### src/rtl/fifo_write_arbiter.sv
// Packet-level arbiter sharing the async FIFO write port between two requesters.
// Grants are held for a whole packet (or max_packet words) so packets never interleave.
module fifo_write_arbiter #(
    parameter int unsigned data_size  = 8,
    parameter int unsigned count_size = 4,
    parameter int unsigned max_packet = 8
) (
    input  logic                 write_clock_i,
    input  logic                 write_reset_i,
    input  logic                 req0_valid_i,
    input  logic [data_size-1:0] req0_data_i,
    input  logic                 req0_last_i,
    output logic                 req0_ready_o,
    input  logic                 req1_valid_i,
    input  logic [data_size-1:0] req1_data_i,
    input  logic                 req1_last_i,
    output logic                 req1_ready_o,
    input  logic                 write_full_i,
    input  logic                 write_almost_full_i,
    output logic                 write_inc_o,
    output logic [data_size-1:0] write_data_o,
    output logic [1:0]           grant_o,
    output logic                 overflow_o,
    input  logic                 clear_overflow_i
);

    typedef enum logic {
        IDLE = 1'b0,
        BUSY = 1'b1
    } state_t;

    localparam logic [count_size-1:0] last_count = count_size'(max_packet - 1);

    state_t                state_q, state_d;
    logic                  owner_q, owner_d;
    logic                  last_owner_q, last_owner_d;
    logic [count_size-1:0] word_cnt_q, word_cnt_d;
    logic                  overflow_d;
    logic                  owner_valid;
    logic                  owner_last;
    logic                  transfer;

    // State register; reset makes requester 0 win the first tie.
    always_ff @(posedge write_clock_i or posedge write_reset_i) begin
        if (write_reset_i) begin
            state_q      <= IDLE;
            owner_q      <= 1'b0;
            last_owner_q <= 1'b1;
            word_cnt_q   <= '0;
            overflow_o   <= 1'b0;
        end else begin
            state_q      <= state_d;
            owner_q      <= owner_d;
            last_owner_q <= last_owner_d;
            word_cnt_q   <= word_cnt_d;
            overflow_o   <= overflow_d;
        end
    end

    // Arbitration, handshake and packet tracking.
    always_comb begin
        state_d      = state_q;
        owner_d      = owner_q;
        last_owner_d = last_owner_q;
        word_cnt_d   = word_cnt_q;
        overflow_d   = overflow_o & ~clear_overflow_i;
        req0_ready_o = 1'b0;
        req1_ready_o = 1'b0;
        write_inc_o  = 1'b0;
        write_data_o = '0;
        grant_o      = 2'b00;
        owner_valid  = owner_q ? req1_valid_i : req0_valid_i;
        owner_last   = owner_q ? req1_last_i  : req0_last_i;
        transfer     = 1'b0;

        case (state_q)
            IDLE: begin
                if (!write_full_i && !write_almost_full_i &&
                    (req0_valid_i || req1_valid_i)) begin
                    state_d    = BUSY;
                    word_cnt_d = '0;
                    if (req0_valid_i && req1_valid_i) begin
                        owner_d = ~last_owner_q;
                    end else begin
                        owner_d = req1_valid_i;
                    end
                end
            end
            BUSY: begin
                grant_o      = owner_q ? 2'b10 : 2'b01;
                req0_ready_o = ~owner_q & ~write_full_i;
                req1_ready_o = owner_q & ~write_full_i;
                write_data_o = owner_q ? req1_data_i : req0_data_i;
                transfer     = owner_valid & ~write_full_i;
                write_inc_o  = transfer;
                if (transfer) begin
                    if (owner_last) begin
                        state_d      = IDLE;
                        last_owner_d = owner_q;
                    end else if (word_cnt_q == last_count) begin
                        // Oversized packet: release so the other side can get in.
                        state_d      = IDLE;
                        last_owner_d = owner_q;
                        overflow_d   = 1'b1;
                    end else begin
                        word_cnt_d = word_cnt_q + count_size'(1);
                    end
                end
            end
            default: state_d = IDLE;
        endcase
    end

endmodule

### config.mk
export PLATFORM = sky130hd
export DESIGN_NAME = fifo_write_arbiter
export DESIGN_NICKNAME = d
export VERILOG_FILES = /design/src/rtl/fifo_write_arbiter.sv
export SDC_FILE = /design/constraint.sdc
export NUM_CORES = 1
export LEC_CHECK = 0
export CAP_MARGIN = 20
export CORE_MARGIN = 5
export CORE_UTILIZATION = 35
export DETAILED_ROUTE_END_ITERATION = 8
export GPL_TIMING_DRIVEN = 0
export PLACE_DENSITY = 0.78
export SYNTH_ARGS = -nofsm -noshare
export SYNTH_HDL_FRONTEND = slang
export SYNTH_SLANG_ARGS = --single-unit
export TNS_END_PERCENT = 5
### constraint.sdc
create_clock -name write_clock_i -period 3.75 [get_ports write_clock_i]
set_clock_uncertainty 0.05 [all_clocks]
set_input_delay 0.5625 -clock write_clock_i [delete_from_list [all_inputs] [get_ports write_clock_i]]
set_output_delay 0.5625 -clock write_clock_i [all_outputs]
set_load 0.01 [all_outputs]
## Yosys cells after proc, flatten, opt, wreduce, memory -nomap -nowiden

Cells that the tools add are included.

- Bits in registers: 8
- Bits of input ports: 25

- Equality and inequality tests: 5
- Reductions and logical operators: 10
- Add/subtract/negate cells: 1
- Bitwise logic cells: 9
- Muxes and demuxes: 26

Operators with widths:

| operator | count |
|---|---|
| 1-bit 2-to-1 mux | 16 |
| 4-bit 2-to-1 mux | 4 |
| 8-bit 2-to-1 mux | 2 |
| 4-bit one-hot mux with 2 select lines | 1 |
| 2-bit inequality test, second input constant | 3 |
| 1-bit inverter | 5 |
| 4-bit by 1-bit adder with 4-bit output, second input constant | 1 |
| 1-bit bitwise AND | 4 |
| 4-bit by 3-bit equality test with 1-bit output, second input constant | 1 |
| 2-bit 2-to-1 mux | 2 |
| 4-bit AND reduction | 1 |
| 1-bit logical AND | 3 |
| 3-bit AND reduction | 1 |
| 1-bit logical NOT | 2 |
| 2-bit by 1-bit inequality test with 1-bit output, second input constant | 1 |
| 1-bit one-hot mux with 2 select lines | 1 |
| 2-bit AND reduction | 1 |
| 2-bit nonzero test | 1 |
| 1-bit logical OR | 1 |

## Depth between registers and ports, before layout

Gate-level depths: netlist of the first run.

- Depth in word-level cells: 6
- Gate-level depth with buffers: 6

## Least setup slack after synthesis of the first run

Ideal clock, no wire load.

- Path type: in2out
- Start: in write_full_i
- End: out write_inc_o
- Slack: 2,138 ps
- Stages on the path: 2
- Arrival: 999 ps
- Cell sequence: nand2b_1 -> nor2_1

- Word-level cells in the longest chain between the ends: 3

Ends and longest elaborated chain:

| element | RTL line | source |
|---|---|---|
| start, declared | 18 | `input logic write_full_i,` |
| 1-bit inverter | 94 | `transfer = owner_valid & ~write_full_i;` |
| 1-bit bitwise AND | 94 |  |
| 1-bit 2-to-1 mux | 76 | `case (state_q)` |
| end, declared | 20 | `output logic write_inc_o,` |

No other way between the ends.

## Worst setup path in the final report of the first run

Ends and elaborated chain as after synthesis.

==> results of run 1 <==
==> power by group <==
group,internal [mW],total [mW],switching [mW]
Combinational,0.228,0.412,0.184
Sequential,0.125,0.160,0.0348
Clock,0.0406,0.0688,0.0282
==> worst paths after layout <==
path,startpoint,to,slack (ns),cells after the start
max,write_full_i,write_inc_o,1.12,4
min,overflow_o,overflow_o,0.46,1
max reg2reg,word_cnt_q[0],word_cnt_q[3],2.18,6
min reg2reg,overflow_o,overflow_o,0.46,1
max in group asynchronous,write_reset_i,last_owner_q,2.84,2
min in group asynchronous,write_reset_i,word_cnt_q[3],0.51,2
==> state kept, by name, indices dropped and copies added, names as in the netlist <==
name	cells
word_cnt_q	4
overflow_o	1
owner_q	1
last_owner_q	1
state_q	1
==> placed cells by master (no fill, tap or decap), drive strengths merged <==
cell and count:
nand2 5, buf 3, clkbuf 5, mux2 1, a22oi 1, dfstp 1, nand3b 2, nand4 1
nand2b 1, inv 6, or3 1, dfrtp 7, nand3 2, clkdlybuf4s50 38, ha 1, nor4 1
a32o 1, mux2i 10, nor2 16, o21ai 4, nand4bb 1, o211ai 5
==> cell families (layout without fill, tap and decap cells) <==
group | Yosys count | count (layout)
buf+inv | 10 | 52
fa+ha+maj | 1 | 1
compound gates | 11 | 11
flops | 8 | 8
mux | 11 | 11
simple gates | 30 | 30
==> worst register-to-register path, cell delays in order, from the launching register on <==
cell,delay [ns]
dfrtp_1,0.40
ha_1,0.24
nand3b_1,0.12
nand4bb_1,0.10
buf_2,0.18
or3_1,0.35
o211ai_1,0.08
==> per-stage QoR <==
| stage | instances | power [mW] |
|---|---|---|
| after floorplan | 71 | 0.390 |
| after global placement | 126 | 0.570 |
| after detailed placement | 126 | 0.580 |
| after CTS | 130 | 0.652 |
| after global routing | 130 | 0.699 |
| final | 130 | 0.641 |
==> routing by layer <==
metal  GRT usage, %  routed length [um]  vias up
met1           15.9                 634      286
met2           25.6                 983       11
met3           6.71                  77        0
met5              0                   0        -
met4           2.62                   0        0
li1               -                   -      335
==> final cells by class <==
cell class	instances	area (um2)
fill	152	642
timing repair buffer	38	380
multi-input combinational	53	352
sequential	8	201
clock buffer	4	26.3
buffer	4	25.0
inverter	6	22.5
tap	17	21.3
==> summary.md, run 1 <==
| Metric | Value |
|---|---|
| CP arrival | `between 2 and 2.5 ns` |
| Num CTS Buffers | `3` |
| Die area | `roughly 2600 um2` |
| Die Ht | `between 50 and 60 um` |
| Synth area leader | `dfrtp_1` |
| Post-Route WL | `about 1700 um` |
| Xor and xnor area share after synthesis | `0%` |
| Synth area leaders | `dfrtp_1 29%, mux2i_1 15%, nor2_1 10%` |
| Vias after detailed routing | `about 630` |
| Initial Utilization | `a little over a third` |
| Dpl cell area | `about 1000 um2` |
| Worst skew pair latency | `0.25 ns` |
| Mean Syn Cell Area | `8.46 um2` |
| Initial antenna violation count | `0` |
| Synth Flop Type | `dfrtp_1` |
| Post CTS Setup Buffer Count | `0` |
| CTS tree | `done` |
| Delay-heaviest family, CP | `buffers and inverters` |
| Post-synthesis mux area share | `between 20 and 25%` |
| Pre-CTS setup slack | `1.13 ns` |
| Post-route setup TNS | `0 ns` |
| Die Width | `between 50 and 60 um` |
| Critical path class | `primary input to output port` |
| Ys Warns | `0` |
| First-pass GRT wire length | `2810 um` |
| Vias/cell | `between 4 and 5` |
| Sink Count | `8` |
| Max Cap Viol | `0` |
| CP required | `roughly 3.1 ns` |
| Number of global-route vias before repair | `614` |
| Worst-path clk slew | `around 0.06 ns` |
| PortBufs | `38` |
| Max Root-Sink Buffers | `2` |
| Relative slew slack | `a little under three fifths` |
| Share of Yosys cell area claimed by the top area cell type | `between 20% and 30%` |
| Fin Hold WS | `~0.46 ns` |
| Critical Path Most Common Cell | `clkdlybuf4s50_1` |
| Slew @ Worst Pin | `between 0.6 and 0.7 ns` |
| Worst setup EP type | `output port` |
| Adder-cell area share of the yosys netlist | `under 10%` |
| Row cnt | `15` |
| Synth Cell Area | `between 600 and 700 um2` |
| Post-synthesis compound-gate area fraction | `roughly an eighth` |
| Post-route ant nets | `0` |
| Seq cells post-synth | `8` |
| Post-DP HPWL | `around 1500 um` |
| Min cycle time layout | `approximately 2.6 ns` |
| Core Region | `roughly 1700 um2` |
| DR pass1 iterations | `3` |
| Ports | `39` |
| Routed WL per cell | `13.0 um` |
| FMAX | `between 0.3 and 0.4 GHz` |
| Outcome | `finished, final reports clean` |
| Synth Area in Simple Gates | `a little under a quarter` |
| Final layout net count | `140` |
| Fin. max-slew vios | `0` |
| CTS H-tree lvls | `1` |
| GR Util All Layers | `approximately 15%` |
| Root buffer cell | `clkbuf_4` |
| # diodes | `0` |
| Pwr/cell area | `623 nW/um2` |
| Fin area | `approximately 1000 um2` |
| CP cell instances | `clkdlybuf4s50_1 > nand2b_1 > nor2_1 > clkdlybuf4s50_1` |
| Syn Inst Count | `71` |
| Setup violators final | `0` |
| Post-layout util | `61.6%` |
| Worst-path fanout max | `4` |
| CP max-delay cell | `clkdlybuf4s50_1` |
| Most common cell in the netlist | `nor2_1` |
| Number of DRC markers in iteration 0 | `4` |
| Final Cycle Share | `a little over two thirds` |
| GPL Wtd Cong | `0.714` |
| CP Launch Type | `primary input` |
| Setup WS post-layout | `approximately 1.1 ns` |
| WP buf/inv | `2` |
| Pleak | `around 0.43 nW` |
| Worst hold path type | `flip-flop to flip-flop` |
| Syn nets | `97` |
| Synth cell count leaders | `16 x nor2_1, 9 x mux2i_1, 7 x dfrtp_1` |
| CP max stage delay | `0.59 ns` |
| Unrepaired setup endpoints after global routing | `false` |
| Netlist cell types | `23` |
| Hold Buf Count CTS | `0` |
| Area grow syn2layout | `71.3%` |
| EDFF count, synth | `0` |
| Hold Violations, Final | `0` |
| Largest net degree at the start of global routing | `11` |
| Register area share after synthesis | `33.5%` |
| Post-synth ARST share | `100%` |
| Grt ovf | `0` |
| Main combinational cell family by area after synthesis | `simple AND/OR/NAND/NOR gates` |
| Drc violations | `0` |
| Layout cells sized above 1 | `~8.0%` |
| CTS resizes | `0` |
| Peak supply drop | `0.254 mV` |
Power figures use the tool's default switching activity.
==> run 2: changes to the inputs <==
--- a/config.mk
+++ b/config.mk
@@ -7,10 +7,10 @@
 export LEC_CHECK = 0
 export CAP_MARGIN = 20
 export CORE_MARGIN = 5
-export CORE_UTILIZATION = 35
+export CORE_UTILIZATION = 31
 export DETAILED_ROUTE_END_ITERATION = 8
 export GPL_TIMING_DRIVEN = 0
-export PLACE_DENSITY = 0.78
+export PLACE_DENSITY = 0.73
 export SYNTH_ARGS = -nofsm -noshare
 export SYNTH_HDL_FRONTEND = slang
 export SYNTH_SLANG_ARGS = --single-unit
==> constraint.sdc (replaced) <==
create_clock -name write_clock_i -period 2.3 [get_ports write_clock_i]
set_clock_uncertainty 0.05 [all_clocks]
set_input_delay 0.345 -clock write_clock_i [delete_from_list [all_inputs] [get_ports write_clock_i]]
set_output_delay 0.345 -clock write_clock_i [all_outputs]
set_load 0.01 [all_outputs]
==> summary.md, run 2 (same netlist as run 1, synthesis figures left out) <==
| Metric | Value |
|---|---|
| # diodes | `0 (unchanged)` |
| Layout cells sized above 1 | `8.93% (+0.96 points)` |
| DR pass1 iterations | `2 (-1)` |
| Setup WS post-layout | `0.126 ns (-0.996 ns)` |
| Worst skew pair latency | `0.26 ns (about the same)` |
| Pleak | `0.431 nW (-0.30%)` |
| Final layout net count | `139 (-0.71%)` |
| Die Width | `54.0 um (+5.0%)` |
| Number of DRC markers in iteration 0 | `5 (+1)` |
| Largest net degree at the start of global routing | `11 (unchanged)` |
| CTS H-tree lvls | `1 (unchanged)` |
| Delay-heaviest family, CP | `buffers and inverters` |
| FF+latch area | `201 um2 (unchanged)` |
| Worst setup EP type | `output port` |
| Critical path class | `flip-flop to output port` |
| Post CTS Setup Buffer Count | `0 (unchanged)` |
| Area grow syn2layout | `73.1%` |
| Vias/cell | `4.55 (-6.3%)` |
| WP buf/inv | `4 (+2)` |
| Worst-path clk slew | `0.06 ns (about the same)` |
| Most flop-heavy register | `word_cnt_q` |
| CTS tree | `done` |
| Setup violators final | `0 (unchanged)` |
| Footprint of the multi-input gates | `354 um2 (+0.71%)` |
| GR Util All Layers | `11.8% (-2.7 points)` |
| FMAX | `roughly 0.46 GHz` |
| Largest register FFs | `4 (unchanged)` |
| Most frequent cells in the layout | `38 x clkdlybuf4s50_1, 15 x nor2_1, 9 x mux2i_1` |
| Post-DP HPWL | `1440 um (-2.6%)` |
| Slew @ Worst Pin | `0.625 ns (-0.0194 ns)` |
| Sink Count | `8 (unchanged)` |
| Grt ovf | `0 (unchanged)` |
| Unrepaired setup endpoints after global routing | `false` |
| CP arrival | `1.78 ns (-0.24 ns)` |
| Fin. max-slew vios | `0 (unchanged)` |
| Initial Utilization | `31.6% (-4.4 points)` |
| First-pass GRT wire length | `2520 um (-10%)` |
| Root buffer cell | `clkbuf_4` |
| Die area | `2920 um2 (+10%)` |
| Commonest non-fill, non-tap cell in the layout | `clkdlybuf4s50_1` |
| Max Cap Viol | `0 (unchanged)` |
| Pwr/cell area | `1000 nW/um2 (+61%)` |
| Number of global-route vias before repair | `586 (-4.6%)` |
| Cell Count, Final, Fillers Out | `139 (+6.9%)` |
| CP max-delay cell | `clkdlybuf4s50_1` |
| Placed cells | `136 (+7.9%)` |
| CP required | `1.90 ns (-1.24 ns)` |
| CP cell instances | `buf_6 > buf_2 > inv_1 > nor2_1 > clkdlybuf4s50_1` |
| Post-route ant nets | `0 (unchanged)` |
| Outcome | `finished, final reports clean` |
| Relative slew slack | `57.9% (+1.3 points)` |
| Total power | `1.04 mW (+63%)` |
| Post-route setup TNS | `0 ns (unchanged)` |
| Pre-CTS setup slack | `0.0949 ns (-1.03 ns)` |
| Ports | `39 (unchanged)` |
| PortBufs | `38 (unchanged)` |
| Initial antenna violation count | `0 (unchanged)` |
| Final Cycle Share | `a little over nine tenths` |
| Max Root-Sink Buffers | `2 (unchanged)` |
| Filler cells | `176 (+16%)` |
| CP max stage delay | `0.56 ns (-0.03 ns)` |
| Vias after detailed routing | `633 (+0.16%)` |
| Post-Route WL | `1670 um (-1.3%)` |
| Row cnt | `16 (+1)` |
| Core Region | `1900 um2 (+14%)` |
| Min cycle time layout | `approximately 2.2 ns` |
| Routed WL per cell | `12.0 um (-7.7%)` |
| Peak supply drop | `0.525 mV (+110%)` |
| CP Launch Type | `flip-flop` |
| Worst-path fanout max | `10 (+6)` |
| Hold Violations, Final | `0 (unchanged)` |
| Worst hold path type | `primary input to async pin` |
| Drc violations | `0 (unchanged)` |
| GPL Wtd Cong | `0.712 (-0.29%)` |
| Num CTS Buffers | `3 (unchanged)` |
| Die Ht | `54.0 um (+5.0%)` |
run 2: cell count changes in the layout (fill, tap and decap cells not counted):
cell / delta
clkbuf_1: -1
nor2_2: +1
nor2_1: -1
run 2: layout make-up:
class | instances | share of cell area [%]
Timing Repair Buffer | 38 | 36.6
Sequential cell | 8 | 19.4
Inverter | 6 | 2.17
Tap cell | 27 | 3.25
Buffer | 3 | 2.05
Clock buffer | 4 | 2.53
Multi-Input combinational cell | 53 | 34.1
run 2: worst register-to-register path, delay by kind of cell (launching register included):
family                     cells  cell delay [ns]
adders and majority gates      1             0.23
and+or+nand+nor                3             0.56
DFF                            1             0.40
AOI/OAI and AO/OA              1             0.08
buffers and inverters          1             0.18
run 2: worst paths after layout:
kind,start,endpoint,slack [ns],cells after the start
hold / removal,write_reset_i,word_cnt_q[3],0.28,2
hold reg to reg,overflow_o,overflow_o,0.44,1
max in group asynchronous,write_reset_i,last_owner_q,1.63,2
setup / recovery,owner_q,grant_o[1],0.13,5
setup reg to reg,word_cnt_q[0],word_cnt_q[3],0.73,6
min in group write_clock_i,overflow_o,overflow_o,0.44,1
run 2: metal layers:
layer  GRT usage, %  wire, um  share of wire [%]  vias up
met3           4.99       125                7.5        2
met5              0         0                  0        -
met4           2.49        12               0.72        0
li1               -         -                  -      332
met1           13.6       672                 40      283
met2           20.4       861                 51       16
run 2: where the power goes:
| part | internal (mW) | leakage, nW | switching [mW] |
|---|---|---|---|
| logic | 0.370 | 0.320 | 0.301 |
| registers | 0.204 | 0.0968 | 0.0546 |
| clock network | 0.0663 | 0.0150 | 0.0464 |
run 2: metrics by stage:
step	area, um2	hold slack, ns	util (%)
finish	1040	0.277	54.7
global route	1040	0.311	54.7
CTS	1040	0.281	54.7
detailed placement	1010	0.434	53.4
global placement	1010	0.431	53.4
floorplan	601	0.110	-
run 2: timing repair:
item / in CTS / in global routing
hold endpoints to repair: 0 / 0
gates resized for setup: 0 / 1
endpoints found under the setup margin: 0 / 10
hold buffers: 0 / 0
==> run 3: changes to the inputs <==
--- a/config.mk
+++ b/config.mk
@@ -10,7 +10,7 @@
 export CORE_UTILIZATION = 31
 export DETAILED_ROUTE_END_ITERATION = 8
 export GPL_TIMING_DRIVEN = 0
-export PLACE_DENSITY = 0.73
+export PLACE_DENSITY_LB_ADDON = 0.12
 export SYNTH_ARGS = -nofsm -noshare
 export SYNTH_HDL_FRONTEND = slang
 export SYNTH_SLANG_ARGS = --single-unit
==> summary.md, run 3 (same netlist as run 1, synthesis figures left out) <==
| Metric | Value |
|---|---|
| Worst-path clk slew | `0.06 ns (about the same)` |
| # diodes | `0 (unchanged)` |
| Number of global-route vias before repair | `585 (-0.17%)` |
| Hold Buf Count CTS | `0 (unchanged)` |
| Core Region | `1900 um2 (unchanged)` |
| Post-DP HPWL | `1430 um (-0.24%)` |
| GR Util All Layers | `12.2% (+0.38 points)` |
| Relative slew slack | `54.9% (-3.0 points)` |
| Final Cycle Share | `93.3% (-1.2 points)` |
| Max Root-Sink Buffers | `2 (unchanged)` |
| Commonest non-fill, non-tap cell in the layout | `clkdlybuf4s50_1` |
| Hold Violations, Final | `0 (unchanged)` |
| Met1 GRT Util | `13.9% (+0.26 points)` |
| CP required | `1.90 ns (about the same)` |
| Number of DRC markers in iteration 0 | `11 (+6)` |
| Row cnt | `16 (unchanged)` |
| Met3 usage | `5.26% (+0.28 points)` |
| Ports | `39 (unchanged)` |
| Die area | `2920 um2 (unchanged)` |
| Min cycle time layout | `2.15 ns (-0.0285 ns)` |
| CTS tree | `done` |
| Most frequent cells in the layout | `38 x clkdlybuf4s50_1, 15 x nor2_1, 9 x mux2i_1` |
| CP arrival | `1.75 ns (-0.03 ns)` |
| Post-Route WL | `1710 um (+2.5%)` |
| CTS resizes | `0 (unchanged)` |
| Pleak | `0.431 nW (unchanged)` |
| Largest net degree at the start of global routing | `11 (unchanged)` |
| Die Width | `54.0 um (unchanged)` |
| Worst-path fanout max | `10 (unchanged)` |
| Worst-case reg-to-reg path depth | `6 (unchanged)` |
| DR pass1 iterations | `4 (+2)` |
| Post-route setup TNS | `0 ns (unchanged)` |
| Vias/cell | `4.65 (+2.1%)` |
| Area grow syn2layout | `73.1% (unchanged)` |
| CTS H-tree lvls | `1 (unchanged)` |
| Worst skew pair latency | `0.25 ns (about the same)` |
| Worst hold path type | `primary input to async pin` |
| Initial antenna violation count | `0 (unchanged)` |
| Die Ht | `54.0 um (unchanged)` |
| Outcome | `finished, final reports clean` |
| CP cell instances | `buf_6 > buf_2 > mux2i_1 > nor2_1 > clkdlybuf4s50_1` |
| Post CTS Setup Buffer Count | `0 (unchanged)` |
| Largest register FFs | `4 (unchanged)` |
| First-pass GRT wire length | `2610 um (+3.6%)` |
| Pwr/cell area | `1000 nW/um2 (+0.26%)` |
| Peak supply drop | `0.743 mV (+42%)` |
| CP max stage delay | `0.50 ns (-0.06 ns)` |
| Grt ovf | `0 (unchanged)` |
| Slew @ Worst Pin | `0.669 ns (+0.0442 ns)` |
| Worst setup EP type | `output port` |
| CP Launch Type | `flip-flop` |
| Post-route ant nets | `0 (unchanged)` |
| Drc violations | `0 (unchanged)` |
| M2 GR Usage | `20.8% (+0.40 points)` |
| Most flop-heavy register | `word_cnt_q` |
| Sink Count | `8 (unchanged)` |
| CP max-delay cell | `clkdlybuf4s50_1` |
| Gr busiest metal | `met2` |
| FMAX | `0.466 GHz (+1.3%)` |
| Unrepaired setup endpoints after global routing | `false` |
| Num CTS Buffers | `3 (unchanged)` |
| PortBufs | `38 (unchanged)` |
| Routed WL per cell | `12.3 um (+2.5%)` |
| Fin. max-slew vios | `0 (unchanged)` |
| Initial Utilization | `31.6% (unchanged)` |
| Critical path class | `flip-flop to output port` |
| Layout cells sized above 1 | `8.93% (unchanged)` |
| Max Cap Viol | `0 (unchanged)` |
| Root buffer cell | `clkbuf_4` |
| Vias after detailed routing | `646 (+2.1%)` |
| Setup WS post-layout | `0.155 ns (+0.0285 ns)` |
| Final layout net count | `139 (unchanged)` |
| GPL Wtd Cong | `0.740 (+4.0%)` |
| Pre-CTS setup slack | `0.114 ns (+0.0187 ns)` |
| Setup violators final | `0 (unchanged)` |
[run 3: cell counts in the layout (fill, tap and decap cells not counted)]
No cell type changed its count.
[run 3: worst paths after layout]
kind                                         to     startpoint  slack, ns
worst max register to register    word_cnt_q[3]  word_cnt_q[0]       0.71
worst min register to register       overflow_o     overflow_o       0.44
worst max-delay path            write_data_o[5]        owner_q       0.15
min in group write_clock_i           overflow_o     overflow_o       0.44
worst min-delay path              word_cnt_q[3]  write_reset_i       0.28
max in group asynchronous          last_owner_q  write_reset_i       1.63
[run 3: critical path, delay by kind of cell, from the launching register on]
| family | cells | cell delay (ns) |
|---|---|---|
| flip-flops | 1 | 0.34 |
| multiplexers | 1 | 0.22 |
| AND/OR/NAND/NOR | 1 | 0.05 |
| buffers and inverters | 3 | 0.88 |
[run 3: cell type report]
cell class | instances | area (um2)
Inverter | 6 | 22.5
Multi-Input combinational cell | 53 | 354
Sequential cell | 8 | 201
Buffer | 3 | 21.3
Timing Repair Buffer | 38 | 380
Clock buffer | 4 | 26.3
Tap cell | 27 | 33.8
Fill cell | 178 | 862
[run 3: power breakdown]
group	switching [mW]	internal (mW)
Clock	0.0470	0.0663
Combinational	0.301	0.369
Sequential	0.0573	0.204
[run 3: per-stage QoR]
step / cells / hold slack [ns] / util (%) / cell area, um2 / power (mW)
final: 139 / 0.279 / 54.7 / 1040 / 1.04
after global routing: 139 / 0.334 / 54.7 / 1040 / 1.13
after CTS: 140 / 0.285 / 54.7 / 1040 / 1.06
after detailed placement: 136 / 0.440 / 53.4 / 1010 / 0.943
after global placement: 136 / 0.427 / 53.4 / 1010 / 0.936
after floorplan: 71 / 0.110 / - / 601 / 0.635
[run 3: routing by layer]
layer	share of wire, %	vias up
met3	4.9	4
met2	55	12
met4	1.8	0
li1	-	331
met5	0	-
met1	38	299
